**src/rtl/psa_pkg.sv**
```systemverilog
// Shared definitions for the partitioned (sub-word) serial adder.
// Holds the controller state encoding, the nibble width and the
// saturation constants used when overflowing nibbles are clamped.
package psa_pkg;

  localparam int NIB_W = 4;

  localparam logic [NIB_W-1:0] SAT_POS = 4'h7;
  localparam logic [NIB_W-1:0] SAT_NEG = 4'h8;

  typedef enum logic [1:0] {
    IDLE = 2'd0,
    CALC = 2'd1,
    DONE = 2'd2
  } state_t;

endpackage

```
**src/rtl/addsub_4bit.sv**
```systemverilog
// Purpose: 4-bit two's-complement adder/subtractor with signed overflow flag.
// Latency: combinational.
// Backpressure: none (pure datapath).
// Ports: a, b operands; sub selects a-b; s result; cout carry out;
//        Ovfl set when the signed result does not fit in 4 bits.
module addsub_4bit (
  input  logic [3:0] a,
  input  logic [3:0] b,
  input  logic       sub,
  output logic [3:0] s,
  output logic       cout,
  output logic       Ovfl
);

  logic [3:0] b_eff;

  assign b_eff       = b ^ {4{sub}};
  assign {cout, s}   = {1'b0, a} + {1'b0, b_eff} + {4'b0000, sub};
  // Signed overflow: operands agree in sign but the result does not.
  assign Ovfl        = (a[3] == b_eff[3]) && (s[3] != a[3]);

endmodule

```
**src/rtl/psa_serial_ctrl.sv**
```systemverilog
// Purpose: serial partitioned adder, one signed nibble per cycle (LSB first)
//          through a single shared 4-bit adder; no carry between nibbles.
// Latency: out_valid rises NIBBLES cycles after the accept edge; one op per NIBBLES+2 cycles.
// Backpressure: in_ready low while busy; result held in DONE until out_ready.
// Ports: clk, rst_n (async, active-low); in_valid/in_ready with operands a, b;
//        out_valid/out_ready with sum, err_mask (per-nibble overflow), error (OR of err_mask).
// Option: define PSA_SAT_EN to saturate overflowing nibbles to 4'h7/4'h8
//         instead of wrapping; the err_mask bit is set in both builds.
module psa_serial_ctrl
  import psa_pkg::*;
#(
  parameter int NIBBLES = 4
) (
  input  logic                     clk,
  input  logic                     rst_n,
  input  logic                     in_valid,
  output logic                     in_ready,
  input  logic [4*NIBBLES-1:0]     a,
  input  logic [4*NIBBLES-1:0]     b,
  output logic                     out_valid,
  input  logic                     out_ready,
  output logic [4*NIBBLES-1:0]     sum,
  output logic [NIBBLES-1:0]       err_mask,
  output logic                     error
);

  localparam int W     = NIB_W * NIBBLES;
  localparam int CNT_W = (NIBBLES > 1) ? $clog2(NIBBLES) : 1;
  localparam logic [CNT_W-1:0] CNT_LAST = CNT_W'(NIBBLES - 1);

  state_t           state;
  logic [W-1:0]     a_q;
  logic [W-1:0]     b_q;
  logic [CNT_W-1:0] cnt;

  logic [NIB_W-1:0] a_nib;
  logic [NIB_W-1:0] b_nib;
  logic [NIB_W-1:0] add_s;
  logic [NIB_W-1:0] nib_res;
  logic             add_ovfl;
  logic             add_cout_unused;

  // Operands come from the captured copies so later input changes are ignored.
  assign a_nib = a_q[NIB_W*int'(cnt) +: NIB_W];
  assign b_nib = b_q[NIB_W*int'(cnt) +: NIB_W];

  addsub_4bit u_adder (
    .a    (a_nib),
    .b    (b_nib),
    .sub  (1'b0),
    .s    (add_s),
    .cout (add_cout_unused),
    .Ovfl (add_ovfl)
  );

`ifdef PSA_SAT_EN
  // Overflow only happens when both signs agree, so a's sign gives the direction.
  assign nib_res = add_ovfl ? (a_nib[NIB_W-1] ? SAT_NEG : SAT_POS) : add_s;
`else
  assign nib_res = add_s;
`endif

  assign error = |err_mask;

  always_ff @(posedge clk or negedge rst_n) begin
    if (!rst_n) begin
      state     <= IDLE;
      a_q       <= '0;
      b_q       <= '0;
      cnt       <= '0;
      sum       <= '0;
      err_mask  <= '0;
      in_ready  <= 1'b1;
      out_valid <= 1'b0;
    end else begin
      case (state)
        IDLE: begin
          if (in_valid) begin
            a_q      <= a;
            b_q      <= b;
            sum      <= '0;
            err_mask <= '0;
            cnt      <= '0;
            in_ready <= 1'b0;
            state    <= CALC;
          end
        end
        CALC: begin
          sum[NIB_W*int'(cnt) +: NIB_W] <= nib_res;
          err_mask[cnt]                 <= add_ovfl;
          if (cnt == CNT_LAST) begin
            // Park the counter in range rather than stepping past the last lane.
            cnt       <= '0;
            out_valid <= 1'b1;
            state     <= DONE;
          end else begin
            cnt <= cnt + 1'b1;
          end
        end
        DONE: begin
          if (out_ready) begin
            out_valid <= 1'b0;
            in_ready  <= 1'b1;
            state     <= IDLE;
          end
        end
        default: begin
          state     <= IDLE;
          in_ready  <= 1'b1;
          out_valid <= 1'b0;
        end
      endcase
    end
  end

endmodule

```
**config.mk**
```make
export PLATFORM = sky130hd
export DESIGN_NAME = psa_serial_ctrl
export DESIGN_NICKNAME = d
export VERILOG_FILES = /design/src/rtl/psa_pkg.sv /design/src/rtl/addsub_4bit.sv /design/src/rtl/psa_serial_ctrl.sv
export SDC_FILE = /design/constraint.sdc
export NUM_CORES = 1
export LEC_CHECK = 0
export ABC_AREA = 1
export BUFFER_PORTS_ARGS = -buffer_cell sky130_fd_sc_hd__buf_4
export CELL_PAD_IN_SITES_DETAIL_PLACEMENT = 2
export CELL_PAD_IN_SITES_GLOBAL_PLACEMENT = 2
export CORE_AREA = 2 2 119 86
export DETAILED_ROUTE_END_ITERATION = 10
export DIE_AREA = 0 0 121 88
export GPL_ROUTABILITY_DRIVEN = 0
export HOLD_SLACK_MARGIN = 0.03
export PLACE_DENSITY = 0.76
export SYNTH_ARGS = -nofsm -noshare
export SYNTH_HDL_FRONTEND = slang
export SYNTH_HIERARCHICAL = 1
export SYNTH_SLANG_ARGS = --single-unit
```
**constraint.sdc**
```tcl
create_clock -name clk -period 2.54 [get_ports clk]
set_input_delay 0.254 -clock clk [delete_from_list [all_inputs] [get_ports clk]]
set_output_delay 0.254 -clock clk [all_outputs]
set_load 0.01 [all_outputs]
```
==> results of run 1 <==
cells in the final DEF, fill, tap and decap left out, drive strengths merged:
| master | count |
|---|---|
| fa | 1 |
| inv | 20 |
| clkinvlp | 1 |
| bufinv | 2 |
| dfstp | 1 |
| conb | 4 |
| nand3 | 57 |
| a21oi | 18 |
| ha | 9 |
| dlygate4sd3 | 1 |
| buf | 69 |
| xor2 | 5 |
| clkinv | 6 |
| nor2 | 37 |
| o31ai | 1 |
| clkbuf | 10 |
| dfrtp | 57 |
| nand4 | 5 |
| nand2 | 110 |
| o21ai | 24 |
timing repair:
item                                    in CTS  in global routing
hold buffers                                 1                  0
resized for setup                            1                 11
pin swaps                                    0                  3
endpoints found under the setup margin       1                  9
setup buffers                                0                  3
hold endpoints to repair                    15                  0
through the flow:
stage                     TNS [ns]  util (%)  area [µm²]  setup WS (ns)  hold WS (ns)
after floorplan                  0         -        2984         0.2804      -0.04159
after detailed placement         0     37.17        3530         0.1475        0.3894
final                            0     41.41        3933         0.1070        0.1179
after global placement           0     37.17        3530         0.3551        0.3759
after CTS                        0     40.66        3861        0.07299        0.1045
after global routing       -0.1961     41.41        3933       -0.06511        0.1104
final timing paths:
path                                 end  slack (ns)       from  depth (start not counted)
max in group asynchronous         sum[5]        1.50      rst_n                          2
min in group asynchronous         a_q[6]        0.53      rst_n                          2
worst min register to register  in_ready        0.47   in_ready                          2
worst min-delay path            state[1]        0.12  out_ready                          2
worst max-delay path             sum[15]        0.11     cnt[0]                         16
worst max register to register   sum[15]        0.11     cnt[0]                         16
final cells by class:
| cell class | instances | area (µm²) | share of cell area [%] |
|---|---|---|---|
| multi-input cells | 271 | 1380 | 35.09 |
| well taps | 128 | 160.2 | 4.073 |
| inverters | 23 | 95.09 | 2.418 |
| clock inverters | 6 | 80.08 | 2.036 |
| clock buffers | 10 | 239.0 | 6.077 |
| flip-flops and latches | 58 | 1453 | 36.94 |
| repair buffers | 70 | 525.5 | 13.36 |
power groups by stage:
stage                     Sequential, mW  Clock (mW)  Combinational (mW)
after detailed placement            1.60           0                2.98
after global placement              1.59           0                2.83
after global routing                1.66        1.39                3.71
final                               1.61        1.31                3.27
after CTS                           1.60        1.34                3.09
after floorplan                     1.55           0                2.01
per-layer routing:
| metal | vias to the layer above | wire length, µm | track usage [%] |
|---|---|---|---|
| met2 | 55 | 4394 | 31.41 |
| li1 | 1310 | - | - |
| met4 | 0 | 119 | 7.400 |
| met5 | - | 0 | 0 |
| met1 | 1375 | 4789 | 26.56 |
| met3 | 10 | 465 | 5.339 |
state kept, by name, summed over array words and instances (netlist names):
signal,count
a_q,16
b_q,16
cnt,2
err_mask,4
in_ready,1
out_valid,1
state,2
sum,16
worst max-delay path, delay by kind of cell (launching register included):
family / cells / cell delay [ns]
AOI/OAI and AO/OA: 3 / 0.40
buffers and inverters: 4 / 0.40
DFF: 1 / 0.42
and+or+nand+nor: 7 / 0.61
xor gates and xnor gates: 1 / 0.23
adders and majority gates: 1 / 0.29
==> out/results.tsv, run 1 <==
metric	value	unit
slew_headroom	49.06	%
viasPerCell	4.859	
crit_fanout	9	
n_antenna_cell	0	
clock_sinks	58	
finalMaxSlewViolations	0	
numCtsBuffers	9	
routedWlPerCell	17.26	µm
cts_tree	yes	
ys_warn_count	6	
postSynthAreaPerCell	8.100	µm²
cts_root_buffer	clkbuf_16	
grt_remaining_overflow	0	
slowest_stage	dfrtp_1	
dp_hpwl	6701	µm
end_kind	flop	
synthesis.area	2973	µm²
core_area	9497	µm²
power.leakage	2.105	nW
setup_violations	0	
drive_above_1_share	23.74	%
wl	9769	µm
areaGrowthSynthToFinish	32.28	%
critPathRequiredTime	2.80	ns
die-area	10650	µm²
die_h	88	µm
start_util	31.30	%
hold_viol_final	0	
drc	0	
rows	30	
finalCritPeriodShare	95.79	%
vdd_drop_max	478.5	µV
status	completed	
max_stage_delay	0.42	ns
antenna_found_initial	0	
cap_viol_max_count	0	
vias	2750	
crit_arrival	2.69	ns
drt_iter0_drc	123	
worst_slew_pin_slew	0.7641	ns
power_frac_clock	21.1	%
crit_chain	clkinv_4 -> buf_4 -> a21oi_1 -> o21ai_0 -> nand2_1 -> xor2_2 -> ha_1 -> nand2_1 -> inv_1 -> nand2_2 -> nand3_1 -> nand2_1 -> nand2_1 -> inv_1 -> nand2_1 -> o21ai_1	
synth_cells	367	
seq_power_share	26.0	%
grt_first_pass_wirelength	16000	µm
hp-class	in -> reg	
p_total	6.193	mW
pwr-share-comb	52.9	%
fin_nets	479	
h-tree-depth	3	
placed_cells	546	
min_period	2.433	ns
fillCellCount	1077	
clock_skew	0.008138	ns
switching_share	45.50	%
firstDrtPassIters	4	
powerDensity	1575	nW/µm²
clk_latency	0.34	ns
die-width	121	µm
track_usage	19.96	%
path_class	reg -> reg	
io_buffers	58	
worstSetupStartpointType	flop	
ant_nets	0	
cts_buffer_depth	2	
pin_count	59	
p_sw	2.817	mW
finalNonFillerCells	566	
cp_common_cell	nand2_1	
grt_max_degree	65	
fmax	411.0	MHz
grt_pass1_vias	3039	
clk_pin_slew	0.05	ns
internal-power	3.375	mW
(Power assumes the default switching activity.)
==> inputs of run 2 (changes only) <==
--- a/config.mk
+++ b/config.mk
@@ -6,7 +6,7 @@
 export NUM_CORES = 1
 export LEC_CHECK = 0
 export ABC_AREA = 1
-export BUFFER_PORTS_ARGS = -buffer_cell sky130_fd_sc_hd__buf_4
+export BUFFER_PORTS_ARGS = -buffer_cell sky130_fd_sc_hd__buf_2
 export CELL_PAD_IN_SITES_DETAIL_PLACEMENT = 2
 export CELL_PAD_IN_SITES_GLOBAL_PLACEMENT = 2
 export CORE_AREA = 2 2 119 86
==> run 2 against run 1 <==
Clock-buffer cell count is 4 higher. Largest power group unchanged. Clock skew increased by 0.0018 ns. Cell count grew 0.18%. Register-to-register slack gained 0.09 ns. Critical path depth unchanged.
==> out/results.tsv, run 2 (same netlist as run 1, synthesis figures left out) <==
metric	value	unit	change
die-area	10650	µm²	unchanged
finalMaxSlewViolations	0		unchanged
track_usage	20.20	%	was 19.96%
viasPerCell	4.817		was 4.859
cts_tree	yes		unchanged
reg2reg_slack	0.20	ns	was 0.11 ns
h-tree-depth	3		unchanged
dp_hpwl	6841	µm	was 6701 µm
drt_iter0_drc	101		was 123
antenna_found_initial	0		unchanged
min_period	2.339	ns	was 2.433 ns
final_common_cell	nand2_1		unchanged
r2r_start	cnt[1]		was cnt[0]
die_h	88	µm	unchanged
n_antenna_cell	0		unchanged
powerDensity	1555	nW/µm²	was 1575 nW/µm²
fin_nets	480		was 479
r2r-end	sum[15]		unchanged
hold-worst-slack	0.1351	ns	was 0.1179 ns
hold_path.startpoint	out_ready		unchanged
pin_count	59		unchanged
clock_skew	0.009979	ns	was 0.008138 ns
fmax	427.6	MHz	was 411.0 MHz
grt_max_degree	65		unchanged
clock_sinks	58		unchanged
grt_remaining_overflow	0		unchanged
vias	2731		was 2750
clk_pin_slew	0.06	ns	was 0.05 ns
status	completed		unchanged
reg2regPathDepth	16		unchanged
slew_headroom	55.78	%	was 49.06%
path_class	reg -> reg		unchanged
clk_latency	0.34	ns	about the same
start_util	31.30	%	unchanged
critPathRequiredTime	2.76	ns	was 2.80 ns
cts_buffer_depth	2		unchanged
vdd_drop_max	476.4	µV	was 478.5 µV
numCtsBuffers	9		unchanged
hold_path_end	state[1]		unchanged
drc	0		unchanged
worst_slew_pin_slew	0.6633	ns	was 0.7641 ns
core_area	9497	µm²	unchanged
routedWlPerCell	17.14	µm	was 17.26 µm
finalCritPeriodShare	92.08	%	was 95.79%
io_buffers	58		unchanged
wl	9716	µm	was 9769 µm
grt_pass1_vias	3078		was 3039
grt_first_pass_wirelength	16340	µm	was 16000 µm
crit_fanout	5		was 9
areaGrowthSynthToFinish	26.14	%	was 32.28%
die-width	121	µm	unchanged
drive_above_1_share	23.01	%	was 23.74%
tns	0	ns	unchanged
rows	30		unchanged
setup_violations	0		unchanged
cap_viol_max_count	0		unchanged
crit_arrival	2.56	ns	was 2.69 ns
reg_top3	a_q: 16 flops, b_q: 16 flops, sum: 16 flops		unchanged
ant_nets	0		unchanged
holdPathStages	2		unchanged
firstDrtPassIters	4		unchanged
power.leakage	2.068	nW	was 2.105 nW
worstSetupStartpointType	flop		unchanged
end_kind	flop		unchanged
final_cell_mix	107 x nand2_1, 58 x buf_2, 57 x dfrtp_1, 54 x nand3_1, 34 x nor2_1		was 107 x nand2_1, 68 x buf_4, 57 x dfrtp_1, 54 x nand3_1, 33 x nor2_1
cts_root_buffer	clkbuf_16		unchanged
fillCellCount	1113		was 1077
hp-class	in -> reg		unchanged
hold_viol_final	0		unchanged
## run 2: worst max path at each step
stage,depth (start not counted),slack [ns],startpoint,to
floorplan,17,0.28,cnt[1],sum[7]
global placement,16,0.32,cnt[0],sum[15]
detailed placement,16,0.15,cnt[1],sum[15]
CTS,13,0.02,cnt[1],err_mask[3]
global route,16,-0.03,cnt[1],sum[7]
finish,16,0.20,cnt[1],sum[15]
## run 2: cell type report
cell class              count  area, µm²  area share [%]
inverters                  23      92.59           2.469
flip-flops and latches     58       1453           38.74
clock buffers              14      284.0           7.574
repair buffers             71      402.9           10.74
clock inverters             2      10.01          0.2669
well taps                 128      160.2           4.271
multi-input cells         271       1348           35.94
## run 2: where the power goes
part / switching (mW) / internal (mW)
registers: 0.284 / 1.32
clock network: 0.418 / 0.762
logic: 2.03 / 1.01
## run 2: routing by layer
layer / share of wire, % / GRT usage [%] / vias up
li1: - / - / 1318
met3: 4.6 / 5.143 / 12
met5: 0 / 0 / -
met4: 1.3 / 5.708 / 0
met2: 44 / 31.72 / 56
met1: 50 / 27.79 / 1345
## run 2: critical path: stages, from the launching register on
cell,delay [ns]
dfrtp_1,0.39
clkinvlp_4,0.17
buf_4,0.18
a21oi_1,0.20
o21ai_0,0.15
nand2_1,0.15
ha_1,0.25
nand2_1,0.08
inv_1,0.05
nand2_2,0.09
nand2_1,0.07
nand2_1,0.07
nand2_1,0.08
nand2_1,0.11
inv_1,0.06
nand2_1,0.06
o21ai_1,0.07
## run 2: what timing repair did
| action | in CTS | in global routing |
|---|---|---|
| hold buffers | 1 | 0 |
| gates resized for setup | 0 | 6 |
| setup endpoints to repair | 0 | 11 |
| endpoints found under the hold margin | 57 | 0 |
| buffers inserted | 0 | 3 |
## run 2: through the flow
step                      cell area [µm²]  setup WS [ns]  utilization, %  power, mW  instances
final                                3750         0.2013           39.49      5.830        567
after global routing                 3750       -0.02839           39.49      6.370        567
after CTS                            3709        0.02260           39.05      5.797        564
after detailed placement             3405         0.1477           35.85      4.508        547
after global placement               3405         0.3175           35.85      4.363        547
after floorplan                      2984         0.2804               -      3.566        370
==> inputs of run 3 (changes only) <==
--- a/config.mk
+++ b/config.mk
@@ -9,12 +9,13 @@
 export BUFFER_PORTS_ARGS = -buffer_cell sky130_fd_sc_hd__buf_2
 export CELL_PAD_IN_SITES_DETAIL_PLACEMENT = 2
 export CELL_PAD_IN_SITES_GLOBAL_PLACEMENT = 2
-export CORE_AREA = 2 2 119 86
+export CORE_AREA = 2 2 117 85
+export CTS_BUF_LIST = sky130_fd_sc_hd__clkbuf_4
 export DETAILED_ROUTE_END_ITERATION = 10
-export DIE_AREA = 0 0 121 88
+export DIE_AREA = 0 0 119 87
 export GPL_ROUTABILITY_DRIVEN = 0
 export HOLD_SLACK_MARGIN = 0.03
-export PLACE_DENSITY = 0.76
+export PLACE_DENSITY = 0.78
 export SYNTH_ARGS = -nofsm -noshare
 export SYNTH_HDL_FRONTEND = slang
 export SYNTH_HIERARCHICAL = 1
==> constraint.sdc (replaced) <==
create_clock -name clk -period 2.54 [get_ports clk]
set_input_delay 0.254 -clock clk [delete_from_list [all_inputs] [get_ports clk]]
set_output_delay 0.254 -clock clk [all_outputs]
set_load 0.005 [all_outputs]
==> run 3 against run 2 <==
Via count is 0.92% lower. Critical path depth is 3 lower. Combinational power is 3% lower. Sequential cell count stayed put. Register-to-register slack worse by 0.02 ns. Fmax is 1.0% lower.
==> out/results.tsv, run 3 (same netlist as run 1, synthesis figures left out) <==
metric	value	unit	change
max_stage_delay	0.44	ns	was 0.39 ns
cts_buffer_depth	2		unchanged
firstDrtPassIters	4		unchanged
slew_headroom	55.34	%	was 55.78%
routedWlPerCell	15.73	µm	was 17.14 µm
setup_violations	0		unchanged
die_h	87	µm	was 88 µm
vias	2706		was 2731
crit_family	simple AND/OR/NAND/NOR gates		unchanged
power.leakage	1.976	nW	was 2.068 nW
holdPathStages	3		was 2
core_area	9346	µm²	was 9497 µm²
drc	0		unchanged
viasPerCell	4.789		was 4.817
grtUsageMet1	24.97	%	was 27.79%
antenna_found_initial	0		unchanged
wl	8890	µm	was 9716 µm
ant_nets	0		unchanged
crit_chain	clkinvlp_4 -> a21oi_1 -> o21ai_0 -> nand2_1 -> xor2_1 -> ha_4 -> a21oi_4 -> nand3_1 -> nand2_1 -> nand2_1 -> nor2_1 -> nand3_1 -> nand2_1		was clkinvlp_4 -> buf_4 -> a21oi_1 -> o21ai_0 -> nand2_1 -> ha_1 -> nand2_1 -> inv_1 -> nand2_2 -> nand2_1 -> nand2_1 -> nand2_1 -> nand2_1 -> inv_1 -> nand2_1 -> o21ai_1
die-area	10350	µm²	was 10650 µm²
cts_root_buffer	clkbuf_4		was clkbuf_16
grt_use_met2	30.56	%	was 31.72%
finalMaxSlewViolations	0		unchanged
start_util	31.81	%	was 31.30%
drive_above_1_share	21.97	%	was 23.01%
status	completed		unchanged
numCtsBuffers	9		unchanged
hp-class	in -> reg		unchanged
final_common_cell	nand2_1		unchanged
hold-worst-slack	0.07486	ns	was 0.1351 ns
grt_remaining_overflow	0		unchanged
cts_tree	yes		unchanged
fmax	423.2	MHz	was 427.6 MHz
powerDensity	1430	nW/µm²	was 1555 nW/µm²
finalNonFillerCells	565		was 567
grt-busiest-layer	met2		unchanged
use_met3	4.385	%	was 5.143%
setup_ws	0.1773	ns	was 0.2013 ns
die-width	119	µm	was 121 µm
pre_cts_slack	0.1020	ns	was 0.1477 ns
worstSetupStartpointType	flop		unchanged
cap_viol_max_count	0		unchanged
crit_fanout	6		was 5
worstSetupPathDepth	13		was 16
hold_viol_final	0		unchanged
clk_pin_slew	0.10	ns	was 0.06 ns
final_cell_mix	107 x nand2_1, 58 x buf_2, 57 x dfrtp_1, 54 x nand3_1, 35 x nor2_1		was 107 x nand2_1, 58 x buf_2, 57 x dfrtp_1, 54 x nand3_1, 34 x nor2_1
path_buf_inv	1		was 4
cp_common_cell	nand2_1		unchanged
reg2regPathDepth	13		was 16
reg_top3	a_q: 16 flops, b_q: 16 flops, sum: 16 flops		unchanged
pin_count	59		unchanged
placed_cells	545		was 547
fin_nets	478		was 480
dp_hpwl	6487	µm	was 6841 µm
finalCritPeriodShare	93.02	%	was 92.08%
n_antenna_cell	0		unchanged
io_buffers	58		unchanged
drt_iter0_drc	51		was 101
grt_first_pass_wirelength	15000	µm	was 16340 µm
worst_slew_pin_slew	0.6692	ns	was 0.6633 ns
h-tree-depth	3		unchanged
grt_max_degree	65		unchanged
rows	30		unchanged
areaGrowthSynthToFinish	19.70	%	was 26.14%
clock_skew	0.01333	ns	was 0.009979 ns
crit_arrival	2.71	ns	was 2.56 ns
clock_sinks	58		unchanged
p_total	5.087	mW	was 5.830 mW
critPathRequiredTime	2.88	ns	was 2.76 ns
grt_pass1_vias	2967		was 3078
clk_latency	0.41	ns	was 0.34 ns
slowest_stage	dfrtp_1		unchanged
path_class	reg -> reg		unchanged
track_usage	18.67	%	was 20.20%
min_period	2.363	ns	was 2.339 ns
end_kind	flop		unchanged
vdd_drop_max	451.4	µV	was 476.4 µV
==> run 3: cell count changes in the layout (fill, tap and decap cells not counted), moves of 2 or more <==
cell and delta:
clkbuf_8 -4, clkbuf_4 +11, clkinv_1 +2, clkbuf_16 -9
buf_4 -3
==> run 3: worst paths after layout <==
| check | from | to | slack, ns |
|---|---|---|---|
| worst min register to register | in_ready | in_ready | 0.47 |
| max in group asynchronous | rst_n | in_ready | 1.86 |
| worst max-delay path | cnt[1] | sum[7] | 0.18 |
| worst min-delay path | b[14] | b_q[14] | 0.07 |
| min in group asynchronous | rst_n | a_q[9] | 0.39 |
| worst max register to register | cnt[1] | sum[7] | 0.18 |
==> run 3: power breakdown <==
group	switching, mW	internal [mW]	leakage [nW]
combinational	1.94	1.01	1.18
sequential	0.267	1.31	0.733
clock	0.339	0.212	0.0655
==> run 3: final cells by class <==
cell class | instances | area, µm²
clock buffers | 11 | 82.58
clock inverters | 5 | 22.52
fillers | 1094 | 5788
inverters | 23 | 95.09
multi-input cells | 271 | 1355
flip-flops and latches | 58 | 1453
well taps | 128 | 160.2
repair buffers | 69 | 390.4
==> run 3: worst min-delay path, cell delays in order <==
cell	delay (ns)
buf_2	0.07
nand3_1	0.07
nand2_1	0.06
==> run 3: stage by stage <==
stage	area [µm²]	utilization (%)	TNS, ns
6_report	3558	38.07	0
5_1_grt	3558	38.07	-0.02857
4_1_cts	3515	37.60	0
3_5_place_dp	3390	36.27	0
3_3_place_gp	3390	36.27	0
2_1_floorplan	2984	-	0
==> run 3: what timing repair did <==
item | CTS | global route
hold buffers | 2 | 0
endpoints found under the hold margin | 58 | 0
setup endpoints to repair | 0 | 8
gates resized for setup | 0 | 8
buffers inserted | 0 | 2
==> run 3: layer usage <==
metal	share of wire (%)	vias to the layer above
met5	0	-
met4	0.98	0
met3	4.5	9
met2	46	51
met1	49	1335
li1	-	1311
